**src/rtl/aes_pkg.sv**
```systemverilog
// rtl/aes_pkg.sv - shared AES constants, FSM encoding and inverse round helpers
package aes_pkg;

    localparam int NR_AES256 = 14;
    localparam int BLOCK_W   = 128;
    localparam int KEY_W     = 256;

    localparam logic [1:0] ST_IDLE  = 2'd0;
    localparam logic [1:0] ST_ROUND = 2'd1;
    localparam logic [1:0] ST_FINAL = 2'd2;
    localparam logic [1:0] ST_HOLD  = 2'd3;

    typedef enum logic [1:0] {
        IDLE  = ST_IDLE,
        ROUND = ST_ROUND,
        FINAL = ST_FINAL,
        HOLD  = ST_HOLD
    } fsm_state_t;

    function automatic logic [7:0] xtime(input logic [7:0] b);
        return {b[6:0], 1'b0} ^ (b[7] ? 8'h1b : 8'h00);
    endfunction

    // Byte (r,c) lives at bits [127-8*(4c+r) -: 8]; row r rotates right by r.
    function automatic logic [BLOCK_W-1:0] inv_shift_rows(input logic [BLOCK_W-1:0] s);
        logic [BLOCK_W-1:0] o;
        o = '0;
        for (int c = 0; c < 4; c++) begin
            for (int r = 0; r < 4; r++) begin
                o[127 - 8*(4*c + r) -: 8] = s[127 - 8*(4*((c - r + 4) % 4) + r) -: 8];
            end
        end
        return o;
    endfunction

    function automatic logic [31:0] inv_mix_column(input logic [31:0] col);
        logic [7:0] a  [4];
        logic [7:0] x2 [4];
        logic [7:0] x4 [4];
        logic [7:0] x8 [4];
        logic [7:0] m9 [4];
        logic [7:0] mb [4];
        logic [7:0] md [4];
        logic [7:0] me [4];
        for (int i = 0; i < 4; i++) begin
            a[i]  = col[31 - 8*i -: 8];
            x2[i] = xtime(a[i]);
            x4[i] = xtime(x2[i]);
            x8[i] = xtime(x4[i]);
            m9[i] = x8[i] ^ a[i];
            mb[i] = x8[i] ^ x2[i] ^ a[i];
            md[i] = x8[i] ^ x4[i] ^ a[i];
            me[i] = x8[i] ^ x4[i] ^ x2[i];
        end
        return {me[0] ^ mb[1] ^ md[2] ^ m9[3],
                m9[0] ^ me[1] ^ mb[2] ^ md[3],
                md[0] ^ m9[1] ^ me[2] ^ mb[3],
                mb[0] ^ md[1] ^ m9[2] ^ me[3]};
    endfunction

    function automatic logic [BLOCK_W-1:0] inv_mix_columns(input logic [BLOCK_W-1:0] s);
        logic [BLOCK_W-1:0] o;
        o = '0;
        for (int c = 0; c < 4; c++) begin
            o[127 - 32*c -: 32] = inv_mix_column(s[127 - 32*c -: 32]);
        end
        return o;
    endfunction

endpackage

```
**src/rtl/aes256_decrypt_core_if.sv**
```systemverilog
// rtl/aes256_decrypt_core_if.sv - request, key-store and result signals of the decrypt core
interface aes256_decrypt_core_if #(
    parameter int RKW = 4
);
    import aes_pkg::*;

    logic               start;
    logic [BLOCK_W-1:0] ciphertext;
    logic               key_ready;
    logic [RKW-1:0]     rk_idx;
    logic [BLOCK_W-1:0] rk_data;
    logic               busy;
    logic               out_valid;
    logic               out_ready;
    logic [BLOCK_W-1:0] plaintext;
    logic               key_err;

    modport master (
        output start, ciphertext, key_ready, rk_data, out_ready,
        input  rk_idx, busy, out_valid, plaintext, key_err
    );

    modport slave (
        input  start, ciphertext, key_ready, rk_data, out_ready,
        output rk_idx, busy, out_valid, plaintext, key_err
    );

endinterface

```
**src/rtl/inv_sbox.sv**
```systemverilog
// rtl/inv_sbox.sv - AES inverse S-box, combinational 256-entry ROM
module inv_sbox (
    input  logic [7:0] in_byte,
    output logic [7:0] out_byte
);

    localparam logic [7:0] INV_SBOX [256] = '{
        8'h52, 8'h09, 8'h6a, 8'hd5, 8'h30, 8'h36, 8'ha5, 8'h38, 8'hbf, 8'h40, 8'ha3, 8'h9e, 8'h81, 8'hf3, 8'hd7, 8'hfb,
        8'h7c, 8'he3, 8'h39, 8'h82, 8'h9b, 8'h2f, 8'hff, 8'h87, 8'h34, 8'h8e, 8'h43, 8'h44, 8'hc4, 8'hde, 8'he9, 8'hcb,
        8'h54, 8'h7b, 8'h94, 8'h32, 8'ha6, 8'hc2, 8'h23, 8'h3d, 8'hee, 8'h4c, 8'h95, 8'h0b, 8'h42, 8'hfa, 8'hc3, 8'h4e,
        8'h08, 8'h2e, 8'ha1, 8'h66, 8'h28, 8'hd9, 8'h24, 8'hb2, 8'h76, 8'h5b, 8'ha2, 8'h49, 8'h6d, 8'h8b, 8'hd1, 8'h25,
        8'h72, 8'hf8, 8'hf6, 8'h64, 8'h86, 8'h68, 8'h98, 8'h16, 8'hd4, 8'ha4, 8'h5c, 8'hcc, 8'h5d, 8'h65, 8'hb6, 8'h92,
        8'h6c, 8'h70, 8'h48, 8'h50, 8'hfd, 8'hed, 8'hb9, 8'hda, 8'h5e, 8'h15, 8'h46, 8'h57, 8'ha7, 8'h8d, 8'h9d, 8'h84,
        8'h90, 8'hd8, 8'hab, 8'h00, 8'h8c, 8'hbc, 8'hd3, 8'h0a, 8'hf7, 8'he4, 8'h58, 8'h05, 8'hb8, 8'hb3, 8'h45, 8'h06,
        8'hd0, 8'h2c, 8'h1e, 8'h8f, 8'hca, 8'h3f, 8'h0f, 8'h02, 8'hc1, 8'haf, 8'hbd, 8'h03, 8'h01, 8'h13, 8'h8a, 8'h6b,
        8'h3a, 8'h91, 8'h11, 8'h41, 8'h4f, 8'h67, 8'hdc, 8'hea, 8'h97, 8'hf2, 8'hcf, 8'hce, 8'hf0, 8'hb4, 8'he6, 8'h73,
        8'h96, 8'hac, 8'h74, 8'h22, 8'he7, 8'had, 8'h35, 8'h85, 8'he2, 8'hf9, 8'h37, 8'he8, 8'h1c, 8'h75, 8'hdf, 8'h6e,
        8'h47, 8'hf1, 8'h1a, 8'h71, 8'h1d, 8'h29, 8'hc5, 8'h89, 8'h6f, 8'hb7, 8'h62, 8'h0e, 8'haa, 8'h18, 8'hbe, 8'h1b,
        8'hfc, 8'h56, 8'h3e, 8'h4b, 8'hc6, 8'hd2, 8'h79, 8'h20, 8'h9a, 8'hdb, 8'hc0, 8'hfe, 8'h78, 8'hcd, 8'h5a, 8'hf4,
        8'h1f, 8'hdd, 8'ha8, 8'h33, 8'h88, 8'h07, 8'hc7, 8'h31, 8'hb1, 8'h12, 8'h10, 8'h59, 8'h27, 8'h80, 8'hec, 8'h5f,
        8'h60, 8'h51, 8'h7f, 8'ha9, 8'h19, 8'hb5, 8'h4a, 8'h0d, 8'h2d, 8'he5, 8'h7a, 8'h9f, 8'h93, 8'hc9, 8'h9c, 8'hef,
        8'ha0, 8'he0, 8'h3b, 8'h4d, 8'hae, 8'h2a, 8'hf5, 8'hb0, 8'hc8, 8'heb, 8'hbb, 8'h3c, 8'h83, 8'h53, 8'h99, 8'h61,
        8'h17, 8'h2b, 8'h04, 8'h7e, 8'hba, 8'h77, 8'hd6, 8'h26, 8'he1, 8'h69, 8'h14, 8'h63, 8'h55, 8'h21, 8'h0c, 8'h7d
    };

    assign out_byte = INV_SBOX[in_byte];

endmodule

```
**src/rtl/aes256_decrypt_core.sv**
```systemverilog
// rtl/aes256_decrypt_core.sv - iterative AES-256 inverse cipher, one round per clock
module aes256_decrypt_core
    import aes_pkg::*;
#(
    parameter int NR  = NR_AES256,
    parameter int RKW = 4
) (
    input  logic                clk,
    input  logic                rst,
    aes256_decrypt_core_if.slave bus
);

    fsm_state_t         state;
    logic [RKW-1:0]     cnt;
    logic [BLOCK_W-1:0] state_reg;
    logic [BLOCK_W-1:0] plaintext_q;
    logic               out_valid_q;
    logic               busy_q;
    logic               key_err_q;

    logic [BLOCK_W-1:0] sr;
    logic [BLOCK_W-1:0] sb;
    logic [BLOCK_W-1:0] final_out;
    logic [BLOCK_W-1:0] round_out;

    assign sr = inv_shift_rows(state_reg);

    for (genvar i = 0; i < 16; i++) begin : g_sbox
        inv_sbox u_inv_sbox (
            .in_byte (sr[8*i +: 8]),
            .out_byte(sb[8*i +: 8])
        );
    end

    assign final_out = sb ^ bus.rk_data;
    assign round_out = inv_mix_columns(final_out);

    // Key-store address depends only on FSM state and round counter.
    always_comb begin
        bus.rk_idx = RKW'(NR);
        case (state)
            ROUND:   bus.rk_idx = cnt;
            FINAL:   bus.rk_idx = '0;
            default: bus.rk_idx = RKW'(NR);
        endcase
    end

    assign bus.busy      = busy_q;
    assign bus.out_valid = out_valid_q;
    assign bus.plaintext = plaintext_q;
    assign bus.key_err   = key_err_q;

    always_ff @(posedge clk or posedge rst) begin
        if (rst) begin
            state       <= IDLE;
            cnt         <= '0;
            state_reg   <= '0;
            plaintext_q <= '0;
            out_valid_q <= 1'b0;
            busy_q      <= 1'b0;
            key_err_q   <= 1'b0;
        end else begin
            key_err_q <= 1'b0;
            case (state)
                IDLE: begin
                    if (bus.start && bus.key_ready) begin
                        state_reg <= bus.ciphertext ^ bus.rk_data;
                        cnt       <= RKW'(NR - 1);
                        busy_q    <= 1'b1;
                        state     <= ROUND;
                    end
                end
                ROUND: begin
                    if (!bus.key_ready) begin
                        busy_q    <= 1'b0;
                        key_err_q <= 1'b1;
                        state     <= IDLE;
                    end else begin
                        state_reg <= round_out;
                        if (cnt == RKW'(1)) begin
                            state <= FINAL;
                        end else begin
                            cnt <= cnt - RKW'(1);
                        end
                    end
                end
                FINAL: begin
                    if (!bus.key_ready) begin
                        busy_q    <= 1'b0;
                        key_err_q <= 1'b1;
                        state     <= IDLE;
                    end else begin
                        plaintext_q <= final_out;
                        out_valid_q <= 1'b1;
                        state       <= HOLD;
                    end
                end
                HOLD: begin
                    // Result is complete here, so key_ready is no longer watched.
                    if (out_valid_q && bus.out_ready) begin
                        out_valid_q <= 1'b0;
                        busy_q      <= 1'b0;
                        state       <= IDLE;
                    end
                end
                default: state <= IDLE;
            endcase
        end
    end

endmodule

```
**src/flat_wrapper.sv**
```systemverilog
// flat-port wrapper written by rule: the top's interface ports become plain ports
module aes256_decrypt_core_flat import aes_pkg::*;
#(
    parameter int NR  = NR_AES256,
    parameter int RKW = 4
)
  (clk, rst, bus_start, bus_ciphertext, bus_key_ready, bus_rk_data, bus_out_ready, bus_rk_idx, bus_busy, bus_out_valid, bus_plaintext, bus_key_err);
  aes256_decrypt_core_if #(.RKW(RKW)) bus_i ();
  input  logic clk;
  input  logic rst;
  input wire logic [$bits(bus_i.start)-1:0] bus_start;
  input wire logic [$bits(bus_i.ciphertext)-1:0] bus_ciphertext;
  input wire logic [$bits(bus_i.key_ready)-1:0] bus_key_ready;
  input wire logic [$bits(bus_i.rk_data)-1:0] bus_rk_data;
  input wire logic [$bits(bus_i.out_ready)-1:0] bus_out_ready;
  output wire logic [$bits(bus_i.rk_idx)-1:0] bus_rk_idx;
  output wire logic [$bits(bus_i.busy)-1:0] bus_busy;
  output wire logic [$bits(bus_i.out_valid)-1:0] bus_out_valid;
  output wire logic [$bits(bus_i.plaintext)-1:0] bus_plaintext;
  output wire logic [$bits(bus_i.key_err)-1:0] bus_key_err;
  assign bus_i.start = bus_start;
  assign bus_i.ciphertext = bus_ciphertext;
  assign bus_i.key_ready = bus_key_ready;
  assign bus_i.rk_data = bus_rk_data;
  assign bus_i.out_ready = bus_out_ready;
  assign bus_rk_idx = bus_i.rk_idx;
  assign bus_busy = bus_i.busy;
  assign bus_out_valid = bus_i.out_valid;
  assign bus_plaintext = bus_i.plaintext;
  assign bus_key_err = bus_i.key_err;
  aes256_decrypt_core #(.NR(NR), .RKW(RKW)) u_core (.clk(clk), .rst(rst), .bus(bus_i));
endmodule
```
**config.mk**
```make
export PLATFORM = sky130hd
export DESIGN_NAME = aes256_decrypt_core_flat
export DESIGN_NICKNAME = d
export VERILOG_FILES = /design/src/rtl/aes_pkg.sv /design/src/rtl/aes256_decrypt_core_if.sv /design/src/rtl/inv_sbox.sv /design/src/rtl/aes256_decrypt_core.sv /design/src/flat_wrapper.sv
export SDC_FILE = /design/constraint.sdc
export NUM_CORES = 2
export LEC_CHECK = 0
export ABC_AREA = 1
export CAP_MARGIN = 20
export CORE_ASPECT_RATIO = 1.75
export CORE_UTILIZATION = 45
export CTS_BUF_LIST = sky130_fd_sc_hd__clkbuf_8 sky130_fd_sc_hd__clkbuf_16
export CTS_CLUSTER_SIZE = 10
export DETAILED_ROUTE_END_ITERATION = 16
export GPL_TIMING_DRIVEN = 0
export SETUP_SLACK_MARGIN = 0.2
export SYNTH_ARGS = -nofsm -noshare
export SYNTH_HDL_FRONTEND = slang
export SYNTH_HIERARCHICAL = 1
export SYNTH_SLANG_ARGS = --single-unit
```
**constraint.sdc**
```tcl
create_clock -name clk -period 11.66 [get_ports clk]
set_input_delay 1.166 -clock clk [delete_from_list [all_inputs] [get_ports clk]]
set_output_delay 1.166 -clock clk [all_outputs]
set_load 0.02 [all_outputs]
```
==> impl_metrics.json, run 1 <==
{
  "cts_sinks": 265,
  "dpl.hpwl_microns": 410000,
  "haltStage": "global routing",
  "ys_seq_area_frac": 0.0851,
  "grt_start_max_net_pins": 108,
  "gp_congestion": 1.35,
  "synthDistinctLibCells": 42,
  "cts_made_buffers": 36,
  "portBuffers": 395,
  "globalRouteTotalUtil": 0.653,
  "ys_warn_count": 6,
  "cts_hold_buf": 0,
  "syn_nets": 15300,
  "gr-total-overflow": 600,
  "ys_ff_latch": 265,
  "avgSynthCellArea_sq_um": 5.30,
  "fp-row-count": 201,
  "grt_pass1_vias": 120000,
  "post-place-ws_ns": 5.68,
  "initial_utilization": 0.454,
  "grt_pass1_wl_microns": 855000,
  "postCtsResizedCells": 0,
  "syn_inst": 14700,
  "clock_path_buffers": 3,
  "die_h_microns": 552,
  "syn_area_sq_um": 77900,
  "root_buffer": "clkbuf_16",
  "htreeDepth": 2,
  "post_cts_buffers": 0,
  "error": "[ERROR GRT-0116] Global routing finished with congestion. Check the congestion regions in the DRC Viewer.",
  "dp.cells": 17300,
  "io_pins": 396,
  "die_width_microns": 317,
  "status": "did not finish",
  "place_area_sq_um": 85000
}
## Yosys cell counts, drive strengths merged
library cell	n	area share
nand2b	2	0.00016
a41oi	1	0.00011
and2	1	0.000080
a21oi	598	0.040
o21ai	566	0.036
a22oi	1	0.000096
nor2	656	0.034
a31oi	3	0.00024
xor2	453	0.054
nand3b	34	0.0033
nand3	4041	0.26
a21o	1	0.000096
nor3	2	0.00013
clkinv	17	0.00082
buf	637	0.051
dfrtp	265	0.085
nand4	28	0.0022
o31ai	1	0.000096
ha	340	0.055
or2	65	0.0052
o211ai	53	0.0051
clkbuf	231	0.011
xnor2	287	0.035
o21bai	2	0.00019
nand2	5636	0.28
inv	775	0.038
## layer usage
layer | GRT usage | GRT overflow
met5 | 0.0867 | 0
met4 | 0.662 | 274
met3 | 0.437 | 5
met2 | 0.867 | 320
met1 | 0.649 | 1
## kinds of logic after synthesis
| logic type | count (synthesis) | share of synthesized area |
|---|---|---|
| compound gates | 1226 | 0.0821 |
| flops | 265 | 0.0851 |
| xor+xnor | 740 | 0.0890 |
| simple gates | 10500 | 0.588 |
| fa+ha+maj | 340 | 0.0546 |
| buf+inv | 1660 | 0.101 |
## stage by stage
step | util | hold WS, ns
after floorplan | - | 0.444
after global placement | 0.493 | 0.460
after detailed placement | 0.495 | 0.464
after CTS | 0.501 | 0.481
==> run 2, diff against run 1 <==
Settings changed: CORE_ASPECT_RATIO 1.75 to unset, CORE_UTILIZATION 45 to 30, CTS_BUF_LIST sky130_fd_sc_hd__clkbuf_8 sky130_fd_sc_hd__clkbuf_16 to unset, CTS_CLUSTER_SIZE 10 to unset, PLACE_DENSITY_LB_ADDON set to 0.15, SETUP_SLACK_MARGIN 0.2 to unset.
==> run 2 against run 1 <==
The flow now finishes without violations. Synthesized area unchanged. Synthesized cell count unchanged.
==> impl_metrics.json, run 2 <==
{
  "worst_slack_ns": 5.17,
  "gr-total-overflow": 0,
  "fp-row-count": 186,
  "fin_nets": 15800,
  "cts_hold_buf": 0,
  "crit_path_max_fanout": 14,
  "period_minus_slack_ns": 6.49,
  "critPathMostFrequentCell": "nand2_1",
  "cts_tree": "done",
  "avgSynthCellArea_sq_um": 5.30,
  "dpl.hpwl_microns": 457000,
  "hold_depth": 2,
  "required_ns": 12.25,
  "globalRouteTotalUtil": 0.433,
  "slowest_stage": "dfrtp_1",
  "yosysTopAreaCellShare": 0.260,
  "ys_ff_latch": 265,
  "synth_mux_area_frac": 0,
  "layout_commonest_cell": "nand2_1",
  "die_width_microns": 512,
  "synth_top_family_by_area": "simple AND/OR/NAND/NOR gates",
  "crit_type": "register to register",
  "synth-edff-count": 0,
  "critPathArrivalTime_ns": 7.08,
  "portBuffers": 395,
  "r2r_end": "u_core/state_reg[77]$_DFFE_PP0P_",
  "cts.clk_slew.worst_paths_ns": 0.07,
  "synth_xor_area_frac": 0.0890,
  "io_pins": 396,
  "finalInstanceArea_sq_um": 88400,
  "area_delta_synth_final_pct": 13.5,
  "synth_fa_ha_area_frac": 0.0546,
  "rr_worst_depth": 25,
  "final-seq-area_sq_um": 6630,
  "timing.rr.start": "u_core/state_reg[113]$_DFFE_PP0P_",
  "setup_viol": 0,
  "place_area_sq_um": 86700,
  "drc": 0,
  "cts_made_buffers": 46,
  "vdd_drop_max_mv": 0.130,
  "ant_nets": 0,
  "post_cts_buffers": 0,
  "grt_pass1_vias": 105000,
  "fillerInstances": 30000,
  "post-place-ws_ns": 5.60,
  "synth_area_leader_cell": "nand2_1",
  "p_sw_mw": 7.02,
  "power_mw": 11.4,
  "p_leak_nw": 44.6,
  "slowest_delay_ns": 0.99,
  "wl_met1_microns": 231000,
  "ys_seq_area_frac": 0.0851,
  "ys_warn_count": 6,
  "fin_skew_ns": 0.0489,
  "initial_utilization": 0.302,
  "hold_end": "u_core/state_reg[84]$_DFFE_PP0P_",
  "drt_iter0_drc": 19700,
  "max_freq_mhz": 154,
  "worst_pin_slew_ns": 1.22,
  "largest_reg_flops": 130,
  "p_int_mw": 4.40,
  "cp_num_buf_inv": 4,
  "crit_start": "u_core/state_reg[113]$_DFFE_PP0P_",
  "wl_met2_microns": 243000,
  "cts_sinks": 265,
  "synth_top_flop_cell": "dfrtp_1",
  "syn_nets": 15300,
  "vias_per_cell": 6.16,
  "hold_path.class": "register to register",
  "gp_congestion": 1.09,
  "start_kind": "register",
  "htreeDepth": 2,
  "maxSlewHeadroom": 0.187,
  "grt_pass1_wl_microns": 824000,
  "multi_input_area_sq_um": 63400,
  "min_from": "u_core/state_reg[84]$_DFFE_PP0P_",
  "yosysMostFrequentCell": "nand2_1",
  "clkPwrFrac": 0.140,
  "final_cell_mix": "5,400 x nand2_1, 4,041 x nand3_1, 726 x inv_1",
  "ff2ff_setup_slack_ns": 5.17,
  "synth_compound_area_frac": 0.0821,
  "wl_microns": 596000,
  "die_h_microns": 512,
  "cp_top_family": "simple AND/OR/NAND/NOR gates",
  "first_pass_iters": 8,
  "synth_area_leaders": "nand2_1 26%, nand3_1 26%, dfrtp_1 8.5%, ha_1 5.5%, xor2_1 4.7%",
  "grt_start_max_net_pins": 99,
  "antenna_found_initial": 45,
  "status": "finished, final reports clean",
  "top_layer_used": "met5",
  "die-area_sq_um": 262000,
  "hold_ws_ns": 0.476,
  "p_sw_frac": 0.615,
  "postCtsResizedCells": 0,
  "routedWlPerCell_microns": 32.0,
  "vias": 115000,
  "synthArstFlopShare": 1.00,
  "drive_gt1_frac": 0.0757,
  "rsz0062_at_grt": "no",
  "slew_violations": 0,
  "synth_common_cells": "5,400 x nand2_1, 4,041 x nand3_1, 727 x inv_1",
  "period_share": 0.557,
  "syn_inst": 14700,
  "cap_violations": 0,
  "clock_path_buffers": 3,
  "yosys.area_share.simple": 0.588,
  "clk_latency_ns": 0.75,
  "p_seq_frac": 0.090,
  "root_buffer": "clkbuf_16",
  "powerDensity_nw_per_um2": 129,
  "synthDistinctLibCells": 42,
  "wl_met3_microns": 77400,
  "syn_area_sq_um": 77900,
  "fp.coreArea_sq_um": 258000,
  "endpoint_kind": "register",
  "hold_viol_final": 0,
  "tns_ns": 0,
  "combPwrFrac": 0.770
}
[run 2: per-layer routing]
metal | GRT usage | vias up
li1 | - | 49300
met1 | 0.557 | 53500
met2 | 0.638 | 9574
met3 | 0.123 | 2218
met4 | 0.259 | 32
met5 | 0 | -
[run 2: per-stage QoR]
stage / cells / util
after floorplan: 14700 / -
after global placement: 18500 / 0.334
after detailed placement: 18500 / 0.336
after CTS: 18600 / 0.343
after global routing: 18600 / 0.343
final: 18600 / 0.343
[run 2: logic make-up after synthesis]
group,count (synthesis)
flip-flops,265
adder cells (fa/ha/maj),340
buffers and inverters,1660
XOR/XNOR,740
AND/OR/NAND/NOR,10500
AO/OA/AOI/OAI,1226
[run 2: layout make-up]
cell class                 count  area share
antenna                       29    0.000821
buffer                       868      0.0554
clock buffer                  52      0.0138
clock inverter                32     0.00500
inverter                     792      0.0344
multi-input combinational  12800       0.717
sequential                   265      0.0750
tap                         3384      0.0479
timing repair buffer         425      0.0508
[run 2: how the worst max path moves through the flow]
stage | end | depth (start not counted)
global route | u_core/state_reg[98]$_DFFE_PP0P_ | 18
detailed placement | u_core/state_reg[77]$_DFFE_PP0P_ | 25
global placement | u_core/bus.plaintext[35]$_DFFE_PP0P_ | 2
floorplan | u_core/bus.busy$_DFFE_PP0P_ | 1
CTS | u_core/state_reg[77]$_DFFE_PP0P_ | 25
finish | u_core/state_reg[77]$_DFFE_PP0P_ | 25
[run 2: tightest hold or removal path: cells and delay by family (launching register included)]
kind	cells	cell delay (ns)
DFF	1	0.34
and+or+nand+nor	2	0.10
[run 2: power by group through the flow]
stage | sequential (mW) | clock (mW) | combinational (mW)
after CTS | 1.02 | 1.64 | 8.42
after global placement | 1.04 | 0 | 8.46
final | 1.02 | 1.60 | 8.79
after detailed placement | 1.03 | 0 | 8.38
after floorplan | 0.994 | 0 | 5.68
after global routing | 1.02 | 1.67 | 9.36
Note: power is estimated with default switching activity, not from simulation.
